File: config.mk
export PLATFORM = sky130hd
export DESIGN_NAME = axi_burst_bridge_flat
export DESIGN_NICKNAME = d
export VERILOG_FILES = /design/src/rtl/axi_burst_bridge_if.sv /design/src/rtl/axi_burst_bridge.sv /design/src/flat_wrapper.sv
export SDC_FILE = /design/constraint.sdc
export NUM_CORES = 1
export LEC_CHECK = 0
export ABC_AREA = 1
export CAP_MARGIN = 30
export CORE_AREA = 2 2 155 157
export DETAILED_ROUTE_END_ITERATION = 16
export DIE_AREA = 0 0 157 159
export GPL_ROUTABILITY_DRIVEN = 0
export MAX_ROUTING_LAYER = met4
export PLACE_DENSITY = 0.67
export SYNTH_ARGS = -nofsm -noshare
export SYNTH_HDL_FRONTEND = slang
export SYNTH_SLANG_ARGS = --single-unit
File: constraint.sdc
create_clock -name clk -period 2.38 [get_ports clk]
set_input_delay 0.357 -clock clk [delete_from_list [all_inputs] [get_ports clk]]
set_output_delay 0.357 -clock clk [all_outputs]
set_load 0.005 [all_outputs]
File: src/rtl/axi_burst_bridge_if.sv
// AXI3 master-side channel bundle for the burst bridge.
// master = bridge, slave = memory system.
interface axi_burst_bridge_if #(
  parameter int DATA_W = 32,
  parameter int ID_W   = 4
);
  logic [ID_W-1:0]     arid;
  logic [31:0]         araddr;
  logic [7:0]          arlen;
  logic [2:0]          arsize;
  logic [1:0]          arburst;
  logic [1:0]          arlock;
  logic [3:0]          arcache;
  logic [2:0]          arprot;
  logic                arvalid;
  logic                arready;

  logic [ID_W-1:0]     rid;
  logic [DATA_W-1:0]   rdata;
  logic [1:0]          rresp;
  logic                rlast;
  logic                rvalid;
  logic                rready;

  logic [ID_W-1:0]     awid;
  logic [31:0]         awaddr;
  logic [7:0]          awlen;
  logic [2:0]          awsize;
  logic [1:0]          awburst;
  logic [1:0]          awlock;
  logic [3:0]          awcache;
  logic [2:0]          awprot;
  logic                awvalid;
  logic                awready;

  logic [ID_W-1:0]     wid;
  logic [DATA_W-1:0]   wdata;
  logic [DATA_W/8-1:0] wstrb;
  logic                wlast;
  logic                wvalid;
  logic                wready;

  logic [ID_W-1:0]     bid;
  logic [1:0]          bresp;
  logic                bvalid;
  logic                bready;

  modport master (
    output arid, araddr, arlen, arsize, arburst,
    output arlock, arcache, arprot, arvalid,
    input  arready,
    input  rid, rdata, rresp, rlast, rvalid,
    output rready,
    output awid, awaddr, awlen, awsize, awburst,
    output awlock, awcache, awprot, awvalid,
    input  awready,
    output wid, wdata, wstrb, wlast, wvalid,
    input  wready,
    input  bid, bresp, bvalid,
    output bready
  );

  modport slave (
    input  arid, araddr, arlen, arsize, arburst,
    input  arlock, arcache, arprot, arvalid,
    output arready,
    output rid, rdata, rresp, rlast, rvalid,
    input  rready,
    input  awid, awaddr, awlen, awsize, awburst,
    input  awlock, awcache, awprot, awvalid,
    output awready,
    input  wid, wdata, wstrb, wlast, wvalid,
    output wready,
    output bid, bresp, bvalid,
    input  bready
  );
endinterface

File: src/rtl/axi_burst_bridge.sv
// Bridges an instruction port and a data port onto one AXI3 master.
// One read in flight per port, one write in flight, RAW-safe.
module axi_burst_bridge #(
  parameter int DATA_W     = 32,
  parameter int ID_W       = 4,
  parameter int LINE_WORDS = 4,
  parameter int INST_ID    = 0,
  parameter int DATA_ID    = 1
) (
  input  logic                clk,
  input  logic                reset,
  input  logic                inst_req,
  input  logic                inst_burst,
  input  logic [31:0]         inst_addr,
  output logic                inst_addr_ok,
  output logic                inst_data_ok,
  output logic                inst_last,
  output logic                inst_err,
  output logic [DATA_W-1:0]   inst_rdata,
  input  logic                data_req,
  input  logic                data_wr,
  input  logic [2:0]          data_size,
  input  logic                data_burst,
  input  logic [31:0]         data_addr,
  input  logic [DATA_W/8-1:0] data_wstrb,
  input  logic [DATA_W-1:0]   data_wdata,
  output logic                data_addr_ok,
  output logic                data_data_ok,
  output logic                data_last,
  output logic                data_err,
  output logic [DATA_W-1:0]   data_rdata,
  axi_burst_bridge_if.master  axi
);
  localparam int SB = DATA_W / 8;
  localparam logic [31:0] LMASK = ~32'(LINE_WORDS * SB - 1);
  localparam logic [2:0] WSZ = 3'($clog2(SB));
  localparam logic [7:0] BLEN = 8'(LINE_WORDS - 1);
  localparam logic [ID_W-1:0] IID = ID_W'(INST_ID);
  localparam logic [ID_W-1:0] DID = ID_W'(DATA_ID);

  logic inst_rd_busy, data_rd_busy;
  logic wr_busy, aw_done, w_done, bready_q;
  logic r_hs, r_inst, r_data, inst_fin, data_fin;
  logic b_hs, aw_hs, w_hs, ar_hs;
  logic raw, data_rd_req, rd_ok, wr_ok;
  logic inst_busy_n, data_busy_n;
  logic unused_ok;

  assign unused_ok = ^axi.bid;

  assign r_hs     = axi.rvalid & axi.rready;
  assign r_inst   = r_hs & (axi.rid == IID);
  assign r_data   = r_hs & (axi.rid == DID);
  assign inst_fin = r_inst & axi.rlast;
  assign data_fin = r_data & axi.rlast;
  assign ar_hs    = axi.arvalid & axi.arready;
  assign aw_hs    = axi.awvalid & axi.awready;
  assign w_hs     = axi.wvalid & axi.wready;

  // A data R beat owns data_data_ok this cycle; B waits one cycle.
  assign axi.bready = bready_q & ~r_data;
  assign b_hs       = axi.bvalid & axi.bready;

  assign raw = wr_busy &
    ((data_addr & LMASK) == (axi.awaddr & LMASK));
  assign data_rd_req = data_req & ~data_wr;
  assign rd_ok = data_rd_req & (~data_rd_busy | data_fin) &
    ~axi.arvalid & ~raw;
  assign wr_ok = data_req & data_wr & ~wr_busy;
  assign data_addr_ok = rd_ok | wr_ok;
  assign inst_addr_ok = inst_req & (~inst_rd_busy | inst_fin) &
    ~axi.arvalid & ~data_rd_req;

  assign inst_busy_n = (inst_rd_busy & ~inst_fin) | inst_addr_ok;
  assign data_busy_n = (data_rd_busy & ~data_fin) | rd_ok;

  assign inst_data_ok = r_inst;
  assign inst_last    = r_inst & axi.rlast;
  assign inst_err     = r_inst & (|axi.rresp);
  assign inst_rdata   = r_inst ? axi.rdata : '0;

  assign data_data_ok = r_data | b_hs;
  assign data_last    = r_data ? axi.rlast : b_hs;
  assign data_err     = r_data ? (|axi.rresp) : (b_hs & (|axi.bresp));
  assign data_rdata   = r_data ? axi.rdata : '0;

  assign axi.arburst = 2'b01;
  assign axi.arlock  = '0;
  assign axi.arcache = '0;
  assign axi.arprot  = '0;
  assign axi.awburst = 2'b01;
  assign axi.awlock  = '0;
  assign axi.awcache = '0;
  assign axi.awprot  = '0;
  assign axi.awlen   = '0;
  assign axi.awid    = DID;
  assign axi.wid     = DID;
  assign axi.wlast   = 1'b1;

  always_ff @(posedge clk) begin
    if (reset) begin
      inst_rd_busy <= 1'b0;
      data_rd_busy <= 1'b0;
      axi.rready   <= 1'b0;
      axi.arvalid  <= 1'b0;
      axi.arid     <= '0;
      axi.araddr   <= '0;
      axi.arlen    <= '0;
      axi.arsize   <= '0;
    end else begin
      inst_rd_busy <= inst_busy_n;
      data_rd_busy <= data_busy_n;
      axi.rready   <= inst_busy_n | data_busy_n;
      if (ar_hs) axi.arvalid <= 1'b0;
      if (rd_ok) begin
        axi.arvalid <= 1'b1;
        axi.arid    <= DID;
        if (data_burst) begin
          axi.araddr <= data_addr & LMASK;
          axi.arlen  <= BLEN;
          axi.arsize <= WSZ;
        end else begin
          axi.araddr <= data_addr;
          axi.arlen  <= '0;
          axi.arsize <= data_size;
        end
      end else if (inst_addr_ok) begin
        axi.arvalid <= 1'b1;
        axi.arid    <= IID;
        axi.araddr  <= inst_burst ? (inst_addr & LMASK) : inst_addr;
        axi.arlen   <= inst_burst ? BLEN : 8'd0;
        axi.arsize  <= WSZ;
      end
    end
  end

  always_ff @(posedge clk) begin
    if (reset) begin
      wr_busy     <= 1'b0;
      aw_done     <= 1'b0;
      w_done      <= 1'b0;
      bready_q    <= 1'b0;
      axi.awvalid <= 1'b0;
      axi.wvalid  <= 1'b0;
      axi.awaddr  <= '0;
      axi.awsize  <= '0;
      axi.wstrb   <= '0;
      axi.wdata   <= '0;
    end else if (wr_ok) begin
      wr_busy     <= 1'b1;
      aw_done     <= 1'b0;
      w_done      <= 1'b0;
      axi.awvalid <= 1'b1;
      axi.wvalid  <= 1'b1;
      axi.awaddr  <= data_addr;
      axi.awsize  <= data_size;
      axi.wstrb   <= data_wstrb;
      axi.wdata   <= data_wdata;
    end else begin
      if (aw_hs) begin
        axi.awvalid <= 1'b0;
        aw_done     <= 1'b1;
      end
      if (w_hs) begin
        axi.wvalid <= 1'b0;
        w_done     <= 1'b1;
      end
      if (b_hs) begin
        wr_busy  <= 1'b0;
        bready_q <= 1'b0;
        aw_done  <= 1'b0;
        w_done   <= 1'b0;
      end else if (wr_busy & (aw_done | aw_hs) & (w_done | w_hs)) begin
        bready_q <= 1'b1;
      end
    end
  end
endmodule

File: src/flat_wrapper.sv
// flat-port wrapper written by rule: the top's interface ports become plain ports
module axi_burst_bridge_flat 
#(
  parameter int DATA_W     = 32,
  parameter int ID_W       = 4,
  parameter int LINE_WORDS = 4,
  parameter int INST_ID    = 0,
  parameter int DATA_ID    = 1
)
  (clk, reset, inst_req, inst_burst, inst_addr, inst_addr_ok, inst_data_ok, inst_last, inst_err, inst_rdata, data_req, data_wr, data_size, data_burst, data_addr, data_wstrb, data_wdata, data_addr_ok, data_data_ok, data_last, data_err, data_rdata, axi_arid, axi_araddr, axi_arlen, axi_arsize, axi_arburst, axi_arlock, axi_arcache, axi_arprot, axi_arvalid, axi_arready, axi_rid, axi_rdata, axi_rresp, axi_rlast, axi_rvalid, axi_rready, axi_awid, axi_awaddr, axi_awlen, axi_awsize, axi_awburst, axi_awlock, axi_awcache, axi_awprot, axi_awvalid, axi_awready, axi_wid, axi_wdata, axi_wstrb, axi_wlast, axi_wvalid, axi_wready, axi_bid, axi_bresp, axi_bvalid, axi_bready);
  axi_burst_bridge_if #(.DATA_W(DATA_W), .ID_W(ID_W)) axi_i ();
  input  logic clk;
  input  logic reset;
  input  logic inst_req;
  input  logic inst_burst;
  input  logic [31:0] inst_addr;
  output logic inst_addr_ok;
  output logic inst_data_ok;
  output logic inst_last;
  output logic inst_err;
  output logic [DATA_W-1:0] inst_rdata;
  input  logic data_req;
  input  logic data_wr;
  input  logic [2:0] data_size;
  input  logic data_burst;
  input  logic [31:0] data_addr;
  input  logic [DATA_W/8-1:0] data_wstrb;
  input  logic [DATA_W-1:0] data_wdata;
  output logic data_addr_ok;
  output logic data_data_ok;
  output logic data_last;
  output logic data_err;
  output logic [DATA_W-1:0] data_rdata;
  output wire logic [$bits(axi_i.arid)-1:0] axi_arid;
  output wire logic [$bits(axi_i.araddr)-1:0] axi_araddr;
  output wire logic [$bits(axi_i.arlen)-1:0] axi_arlen;
  output wire logic [$bits(axi_i.arsize)-1:0] axi_arsize;
  output wire logic [$bits(axi_i.arburst)-1:0] axi_arburst;
  output wire logic [$bits(axi_i.arlock)-1:0] axi_arlock;
  output wire logic [$bits(axi_i.arcache)-1:0] axi_arcache;
  output wire logic [$bits(axi_i.arprot)-1:0] axi_arprot;
  output wire logic [$bits(axi_i.arvalid)-1:0] axi_arvalid;
  input wire logic [$bits(axi_i.arready)-1:0] axi_arready;
  input wire logic [$bits(axi_i.rid)-1:0] axi_rid;
  input wire logic [$bits(axi_i.rdata)-1:0] axi_rdata;
  input wire logic [$bits(axi_i.rresp)-1:0] axi_rresp;
  input wire logic [$bits(axi_i.rlast)-1:0] axi_rlast;
  input wire logic [$bits(axi_i.rvalid)-1:0] axi_rvalid;
  output wire logic [$bits(axi_i.rready)-1:0] axi_rready;
  output wire logic [$bits(axi_i.awid)-1:0] axi_awid;
  output wire logic [$bits(axi_i.awaddr)-1:0] axi_awaddr;
  output wire logic [$bits(axi_i.awlen)-1:0] axi_awlen;
  output wire logic [$bits(axi_i.awsize)-1:0] axi_awsize;
  output wire logic [$bits(axi_i.awburst)-1:0] axi_awburst;
  output wire logic [$bits(axi_i.awlock)-1:0] axi_awlock;
  output wire logic [$bits(axi_i.awcache)-1:0] axi_awcache;
  output wire logic [$bits(axi_i.awprot)-1:0] axi_awprot;
  output wire logic [$bits(axi_i.awvalid)-1:0] axi_awvalid;
  input wire logic [$bits(axi_i.awready)-1:0] axi_awready;
  output wire logic [$bits(axi_i.wid)-1:0] axi_wid;
  output wire logic [$bits(axi_i.wdata)-1:0] axi_wdata;
  output wire logic [$bits(axi_i.wstrb)-1:0] axi_wstrb;
  output wire logic [$bits(axi_i.wlast)-1:0] axi_wlast;
  output wire logic [$bits(axi_i.wvalid)-1:0] axi_wvalid;
  input wire logic [$bits(axi_i.wready)-1:0] axi_wready;
  input wire logic [$bits(axi_i.bid)-1:0] axi_bid;
  input wire logic [$bits(axi_i.bresp)-1:0] axi_bresp;
  input wire logic [$bits(axi_i.bvalid)-1:0] axi_bvalid;
  output wire logic [$bits(axi_i.bready)-1:0] axi_bready;
  assign axi_arid = axi_i.arid;
  assign axi_araddr = axi_i.araddr;
  assign axi_arlen = axi_i.arlen;
  assign axi_arsize = axi_i.arsize;
  assign axi_arburst = axi_i.arburst;
  assign axi_arlock = axi_i.arlock;
  assign axi_arcache = axi_i.arcache;
  assign axi_arprot = axi_i.arprot;
  assign axi_arvalid = axi_i.arvalid;
  assign axi_i.arready = axi_arready;
  assign axi_i.rid = axi_rid;
  assign axi_i.rdata = axi_rdata;
  assign axi_i.rresp = axi_rresp;
  assign axi_i.rlast = axi_rlast;
  assign axi_i.rvalid = axi_rvalid;
  assign axi_rready = axi_i.rready;
  assign axi_awid = axi_i.awid;
  assign axi_awaddr = axi_i.awaddr;
  assign axi_awlen = axi_i.awlen;
  assign axi_awsize = axi_i.awsize;
  assign axi_awburst = axi_i.awburst;
  assign axi_awlock = axi_i.awlock;
  assign axi_awcache = axi_i.awcache;
  assign axi_awprot = axi_i.awprot;
  assign axi_awvalid = axi_i.awvalid;
  assign axi_i.awready = axi_awready;
  assign axi_wid = axi_i.wid;
  assign axi_wdata = axi_i.wdata;
  assign axi_wstrb = axi_i.wstrb;
  assign axi_wlast = axi_i.wlast;
  assign axi_wvalid = axi_i.wvalid;
  assign axi_i.wready = axi_wready;
  assign axi_i.bid = axi_bid;
  assign axi_i.bresp = axi_bresp;
  assign axi_i.bvalid = axi_bvalid;
  assign axi_bready = axi_i.bready;
  axi_burst_bridge #(.DATA_W(DATA_W), .ID_W(ID_W), .LINE_WORDS(LINE_WORDS), .INST_ID(INST_ID), .DATA_ID(DATA_ID)) u_core (.clk(clk), .reset(reset), .inst_req(inst_req), .inst_burst(inst_burst), .inst_addr(inst_addr), .inst_addr_ok(inst_addr_ok), .inst_data_ok(inst_data_ok), .inst_last(inst_last), .inst_err(inst_err), .inst_rdata(inst_rdata), .data_req(data_req), .data_wr(data_wr), .data_size(data_size), .data_burst(data_burst), .data_addr(data_addr), .data_wstrb(data_wstrb), .data_wdata(data_wdata), .data_addr_ok(data_addr_ok), .data_data_ok(data_data_ok), .data_last(data_last), .data_err(data_err), .data_rdata(data_rdata), .axi(axi_i));
endmodule
# Word-level counts from Yosys, hierarchy flattened
# Index checks and enable logic that the tools add are counted.
# W data, S select, Z words.
[totals]
wordCells = 105
ff_bits = 125
output_inout_bits = 234
input_bits = 160
[op_classes]
n_bitwise = 46
eq_ne = 2
muxes = 28
reduce_logical = 11
[op_table]
columns = ["cell", "count"]
rows = [
  ["$mux W32", 4],
  ["$eq A28 B28 Y1", 1],
  ["$and A1 B1 Y1", 26],
  ["$mux W8", 2],
  ["$mux W1", 15],
  ["$not A1 Y1", 11],
  ["$reduce_bool A2 Y1", 5],
  ["$mux W3", 3],
  ["$or A1 B1 Y1", 9],
  ["$mux W4", 2],
  ["$eq A4 B1 Y1 const B", 1],
  ["$logic_not A4 Y1", 1],
  ["$mux W2", 2],
  ["$reduce_or A2 Y1", 2],
  ["$reduce_bool A3 Y1", 1],
  ["$reduce_or A3 Y1", 1],
  ["$reduce_and A2 Y1", 1],
]

# Longest topological paths before layout
# Gate-level depths: netlist of the first run.
[logic_depth]
word_depth = 9
ltp_mapped = 14
ltp_nobuf = 13

# Worst setup path after synthesis of the first run
# Ideal clock, no wire load.
[synth_timing]
kind = "input -> output"
startpoint = "input port axi_rvalid"
endpoint = "output port data_addr_ok"
n_path_buf = 2
arrival_ps = 1507
stages = 10
slack_ps = 516
t_required_ps = 2023
path_cell_list = "nand2_1 inv_1 nand4_4 o21ai_2 nand2_2 nor2_4 nand2_2 buf_4 buf_6 nand2_1"
[synth_via]
elab_chain_cells = 8
[synth_lines]
columns = ["element", "line_no", "source"]
rows = [
  ["start, declared", "flat_wrapper.sv:48", "input wire logic [$bits(axi_i.rvalid)-1:0] axi_rvalid;"],
  ["$and A1 B1 Y1", "axi_burst_bridge.sv:51", "assign r_hs = axi.rvalid & axi.rready;"],
  ["$and A1 B1 Y1", "axi_burst_bridge.sv:53", "assign r_data = r_hs & (axi.rid == DID);"],
  ["$and A1 B1 Y1", "axi_burst_bridge.sv:55", "assign data_fin = r_data & axi.rlast;"],
  ["$or A1 B1 Y1", "axi_burst_bridge.sv:67", "assign rd_ok = data_rd_req & (~data_rd_busy | data_fin) &"],
  ["$and A1 B1 Y1 (2 in a row)", "axi_burst_bridge.sv:67", ""],
  ["$and A1 B1 Y1", "axi_burst_bridge.sv:68", "~axi.arvalid & ~raw;"],
  ["$or A1 B1 Y1", "axi_burst_bridge.sv:70", "assign data_addr_ok = rd_ok | wr_ok;"],
  ["end, declared", "flat_wrapper.sv:29", "output logic data_addr_ok;"],
]
# No other way between the ends.

# Final worst setup path of the first run
# Ends and elaborated chain as after synthesis.

==> run metrics, run 1 <==
Starting DRT DRC Count=~330; Slew Limit Fails=0; Crit Path Max Fanout=4; Yosys reg bits=118; worst stage delay on the critical path=0.48 ns; router iterations before antenna repair=6; I/O Pins=between 300 and 400; final hold viol count=0; r2r startpoint=u_core.axi.rready; critical path class=in2out; Clock Latency Late Sink=0.41 ns; pwr/cell area=just over 600 mW/mm^2; proportion of synthesized area in mux cells=0%; first-pass GRT wire length=36,500 um; DRC=0; total CTS buffers=17; vias in the first global route=approximately 6,400; CTS tree=done; fin crit share=between 90% and 100%; Register Area=0.00236 sq mm; Post-Synth XOR/XNOR Area=1.61%; R2R depth=11; WL final=~25,000 um; reg2reg end=u_core.axi.arsize[1]; Root Buffer=clkbuf_16; distinct cell type count after synthesis=28; TNS Setup=0 ns; commonest non-fill, non-tap cell in the layout=clkdlybuf4s50_1; main combinational cell family by area after synthesis=simple AND/OR/NAND/NOR gates; grt ovf=0; TritonCTS Sinks=about 120; WHS Path Cells=4; VDD IR max=roughly 440 uV; Post-DP HPWL=~19,000 um; fillers=between 2,000 and 2,500; Reg2Reg Setup Slack=about 0.29 ns; unrepaired setup endpoints after global routing=yes; Mean Syn Cell Area=around 6.6 sq um; core area=roughly 0.023 sq mm; Hold Path End=u_core.axi.awaddr[3]; Avg WL per Cell=~16 um; hold_buf cts=0; Antenna Violating Nets Remaining=0; crit path DAT=slightly above 2 ns; Die Ht=159 um; initial antenna violation count=3; CP startpoint kind=input pin; maximum clock path buffer count=2; Worst EP required=around 2.0 ns; most frequent cells in the layout=292 x clkdlybuf4s50_1, 171 x nor2_1, 146 x nand2_1, 118 x dfxtp_1, 103 x inv_1; post-route insts no fill=between 1,500 and 2,000; final core occ=between 40% and 50%; vias per cell=~4.2; vias=about 6,800; Max H-tree Level=4; Mapped Area=between 0.005 and 0.006 sq mm; simple-gate share of the synthesized area=between 20% and 30%; fraction of layout cells with a size suffix above 1=between 8 and 9%; Clock Skew=~0.0095 ns; Die ar.=~0.025 sq mm; Mapped Cells=between 900 and 1,000; CP Capture Type=output pin; FP Rows=56; P&R area growth vs syn=76.8%; Nets=roughly 1,400; Hold Slack=between 0.4 and 0.5 ns; Synth Area in Compound Gates=13.6%; port bufs=approximately 340; Max transition margin=65.8%; Starting Density=about a quarter; clock slew at reported path FFs=around 0.06 ns; Hold WC Path Type=in2reg; Final min period=around 2.4 ns; Pleak=between 5 and 6 nW; largest net degree at the start of global routing=53; status=finished, final reports clean; cell family with most CP delay=buffers and inverters; YS warnings=0; Seq/Total Area, Yosys=39.5%; Worst Path Buf+Inv=4; worst slew pin tran=0.512 ns; # setup viols final=0; Max-cap violations=0; Hold Startpoint=reset; adder-cell share of the synthesized area=0%; Multi-input gate area=0.00281 sq mm; Inst Count DP=roughly 1,600; die width=157 um; Crit-path slowest cell=clkdlybuf4s50_1; f_max=0.421 GHz; CP dominant cell by count=nand2_2; All-Layer GR Usage=roughly a fifth; crit path cell chain=clkdlybuf4s50_1 -> nand2_1 -> inv_2 -> nand4_4 -> buf_4 -> o21ai_4 -> nand2_2 -> nor2_4 -> nand2_2 -> nand2_2 -> dlygate4sd2_1
==> registers in the layout, indices dropped and copies added (netlist names) <==
signal and cells:
u_core.axi.awaddr 32, u_core.data_rd_busy 1, u_core.axi.wvalid 1, u_core.axi.awvalid 1
u_core.axi.arvalid 1, u_core.aw_done 1, u_core.axi.rready 1, u_core.axi.wstrb 4
u_core.wr_busy 1, u_core.bready_q 1, u_core.axi.arsize 3, u_core.axi.araddr 32
u_core.axi.arlen 1, u_core.axi.arid 1, u_core.inst_rd_busy 1, u_core.axi.awsize 3
u_core.axi.wdata 32, u_core.w_done 1
==> cell type report <==
class,count,area share (%)
repair buffers,390,37.1
clock inverters,11,1.86
flip-flops and latches,118,22.4
clock buffers,21,4.36
multi-input cells,627,26.6
inverters,106,3.77
diodes,3,0.0711
well taps,319,3.78
==> per-stage QoR <==
| step | setup WS, ns | instance area [sq um] | total power [mW] |
|---|---|---|---|
| after floorplan | 0.516 | 6150 | 2.84 |
| after global placement | -0.235 | 9730 | 3.58 |
| after detailed placement | -0.269 | 9730 | 3.59 |
| after CTS | 0.00193 | 10500 | 6.50 |
| after global routing | -0.0742 | 10600 | 6.75 |
| final | 0.00685 | 10600 | 6.42 |
==> worst max-delay path by stage <==
stage | startpoint | to | slack [ns] | depth (start not counted)
after floorplan | axi_rvalid | data_addr_ok | 0.52 | 10
after global placement | axi_rid[3] | data_last | -0.24 | 9
after detailed placement | axi_rid[2] | data_last | -0.27 | 9
after CTS | axi_rvalid | data_rdata[3] | 0.002 | 8
after global routing | axi_rvalid | data_addr_ok | -0.07 | 11
final | axi_rvalid | data_addr_ok | 0.007 | 11
==> cell families after synthesis <==
family,after synthesis
XOR/XNOR,11
flip-flops,118
AND/OR/NAND/NOR,409
other,2
buffers and inverters,210
AO/OA/AOI/OAI,159
==> power breakdown <==
part	internal (mW)	switching (mW)	leakage [nW]	total, mW
clock network	1.92	0.956	0.314	2.88
registers	2.14	0.0934	0.972	2.23
logic	0.722	0.589	3.93	1.31
total	4.78	1.64	5.21	6.42
==> cell usage after synthesis, drive strengths merged <==
master  count  area, sq um
nand4       8         65.1
buf        66          458
o21ai      83          419
o22ai       2         12.5
a31oi       1         6.26
clkbuf     38          143
o21bai      1         7.51
or2         5         31.3
a21oi      71          355
a221o       1         10.0
nand3      70          355
dfxtp     118         2360
conb        2         7.51
nor2      176          678
nand2     150          568
xnor2       8         70.1
inv       106          398
xor2        3         26.3
==> repair_timing <==
item                                    4_1_cts  5_1_grt
endpoints found under the setup margin       49       44
resized for setup                            27       32
buffers inserted                              4        1
cloned                                        1        0
pin swaps                                     1        2
==> worst register-to-register path: cells and delay by family (launching register included) <==
kind	cells	cell delay, ns
buffers and inverters	3	0.69
and+or+nand+nor	6	0.58
DFF	1	0.36
AOI/OAI and AO/OA	2	0.35
==> metal layers <==
metal  up-vias  GRT usage (%)  wire, um  part of all wire [%]
met5         -              -         0                     0
met4         0           7.88       722                   2.9
met3        35           5.63      1840                   7.4
met2       272           34.5     12700                    51
met1      3019           20.9      9580                    39
li1       3452              -         -                     -
No activity file was read; power rests on OpenSTA's default activity.
==> run 2, diff against run 1 <==
CELL_PAD_IN_SITES_DETAIL_PLACEMENT = 1   (was unset)
CELL_PAD_IN_SITES_GLOBAL_PLACEMENT = 1   (was unset)
CORE_AREA = unset   (was 2 2 155 157)
CORE_MARGIN = 2   (was unset)
CORE_UTILIZATION = 25   (was unset)
DIE_AREA = unset   (was 0 0 157 159)
PLACE_DENSITY = 0.92   (was 0.67)
clock period = 2.9 ns   (was 2.38 ns; I/O delays follow)
==> run metrics, run 2 (synthesis results as in run 1) <==
status=finished, final reports clean; total CTS buffers=17 (unchanged); f_max=between 0.3 and 0.4 GHz; worst slew pin tran=0.632 ns (+0.120 ns); Clock Latency Late Sink=0.41 ns (about the same); Crit-path slowest cell=clkdlybuf4s50_1; largest net degree at the start of global routing=69 (+30%); Max H-tree Level=4 (unchanged); commonest non-fill, non-tap cell in the layout=clkdlybuf4s50_1; worst stage delay on the critical path=0.51 ns (+0.03 ns); Max-cap violations=0 (unchanged); Worst Path Buf+Inv=5 (+1); vias per cell=4.52 (+6.5%); vias in the first global route=7,209 (+12%); pre-CTS setup slack=0.0659 ns (+0.335 ns); TritonCTS Sinks=118 (unchanged); pwr/cell area=489 mW/mm^2 (-19%); Crit Path Max Fanout=5 (+1); Avg WL per Cell=17.3 um (+11%); maximum clock path buffer count=2 (unchanged); CTS tree=done; All-Layer GR Usage=21.2% (+1.4 points); Antenna Violating Nets Remaining=0 (unchanged); Largest regs=u_core.axi.araddr x32, u_core.axi.awaddr x32, u_core.axi.wdata x32; unrepaired setup endpoints after global routing=no; clock slew at reported path FFs=0.06 ns (about the same); VDD IR max=389 uV (-11%); Die Ht=159 um (-0.27%); cell family with most CP delay=buffers and inverters; grt ovf=0 (unchanged); TNS Setup=0 ns (unchanged); Root Buffer=clkbuf_16; crit path DAT=2.30 ns (+0.28 ns); Hold WC Path Type=reg2reg; crit path cell chain=clkdlybuf4s50_1 -> inv_1 -> nand4_4 -> buf_4 -> inv_1 -> nor2_1 -> nand2_2 -> o22ai_1 -> clkdlybuf4s50_1; I/O Pins=394 (unchanged); Hold Slack=0.474 ns (+0.0281 ns); hold_buf cts=0 (unchanged); Pleak=4.38 nW (-16%); DRC=0 (unchanged); WL final=27,000 um (+8.5%); Max transition margin=57.9% (-8.0 points); initial antenna violation count=1 (-2); Clock Skew=0.0126 ns (+0.00304 ns); Slew Limit Fails=0 (unchanged); CP Capture Type=output pin; final hold viol count=0 (unchanged); CP startpoint kind=input pin; port bufs=341 (unchanged); die width=159 um (+1.0%); FP Rows=56 (unchanged); Starting Density=25.4% (-0.31 points); Final min period=around 2.7 ns; Nets=1,390 (-2.1%); P&R area growth vs syn=69.6%; setup ws final=0.166 ns (+0.160 ns); most frequent cells in the layout=339 x clkdlybuf4s50_1, 173 x nor2_1, 147 x nand2_1, 118 x dfxtp_1, 104 x inv_1; Post-DP HPWL=20,500 um (+7.3%); Die ar.=0.0251 sq mm (+0.73%); final core occ=43.2% (-2.4 points); fin crit share=94.3%; # setup viols final=0 (unchanged); first-pass GRT wire length=39,400 um (+7.8%); router iterations before antenna repair=4 (-2); critical path class=in2out; vias=7,066 (+4.2%); fraction of layout cells with a size suffix above 1=5.39% (-2.6 points); Starting DRT DRC Count=307 (-5.8%); core area=0.0235 sq mm (+1.2%); Worst EP required=2.47 ns (+0.45 ns)
run 2: changes by cell type in the layout (fill, tap and decap cells not counted), moves of 3 or more:
cell             delta
clkdlybuf4s50_1    +47
clkinv_2            +4
dlymetal6s2s_1     -29
buf_4              -27
dlygate4sd2_1      -16
bufinv_16           -3
run 2: path summary, 6_finish.rpt:
path	startpoint	end	slack, ns	cells after the start
max	axi_rid[1]	data_err	0.17	9
min	u_core.wr_busy	u_core.wr_busy	0.47	2
max reg2reg	u_core.axi.rready	u_core.axi.araddr[14]	0.79	11
min reg2reg	u_core.wr_busy	u_core.wr_busy	0.47	2
run 2: area by class of cell:
cell class	instances	area, sq um
multi-input combinational	627	2810
clock buffer	18	429
antenna	1	2.50
inverter	106	398
sequential	118	2360
timing repair buffer	360	3600
clock inverter	13	134
tap	319	399
fill	2926	13300
run 2: layer usage:
metal	GRT usage (%)	vias to the layer above	share of wire (%)
li1	-	3385	-
met1	22.7	3367	39
met2	38.3	271	52
met3	4.08	43	6.1
met4	8.41	0	3.5
met5	-	-	0
run 2: what timing repair did:
action | CTS | global route
buffers inserted | 0 | 0
endpoints found under the hold margin | 0 | 0
resized for setup | 0 | 3
setup endpoints to repair | 0 | 2
run 2: tightest hold or removal path, stage by stage, from the launching register on:
cell and delay, ns:
dfxtp_1 0.33, o21bai_1 0.07, inv_1 0.05
run 2: report_power, final:
| group | total [mW] | switching [mW] | internal (mW) |
|---|---|---|---|
| Combinational | 1.08 | 0.508 | 0.569 |
| Clock | 2.05 | 0.794 | 1.26 |
| Sequential | 1.83 | 0.0780 | 1.75 |
| Total | 4.96 | 1.38 | 3.58 |
run 2: stage by stage:
| stage | cells | cell area (sq um) | power (mW) |
|---|---|---|---|
| after floorplan | 955 | 6150 | 2.33 |
| after global placement | 1530 | 9560 | 2.90 |
| after detailed placement | 1530 | 9560 | 2.95 |
| after CTS | 1561 | 10100 | 5.02 |
| after global routing | 1562 | 10100 | 5.19 |
| final | 1562 | 10100 | 4.96 |
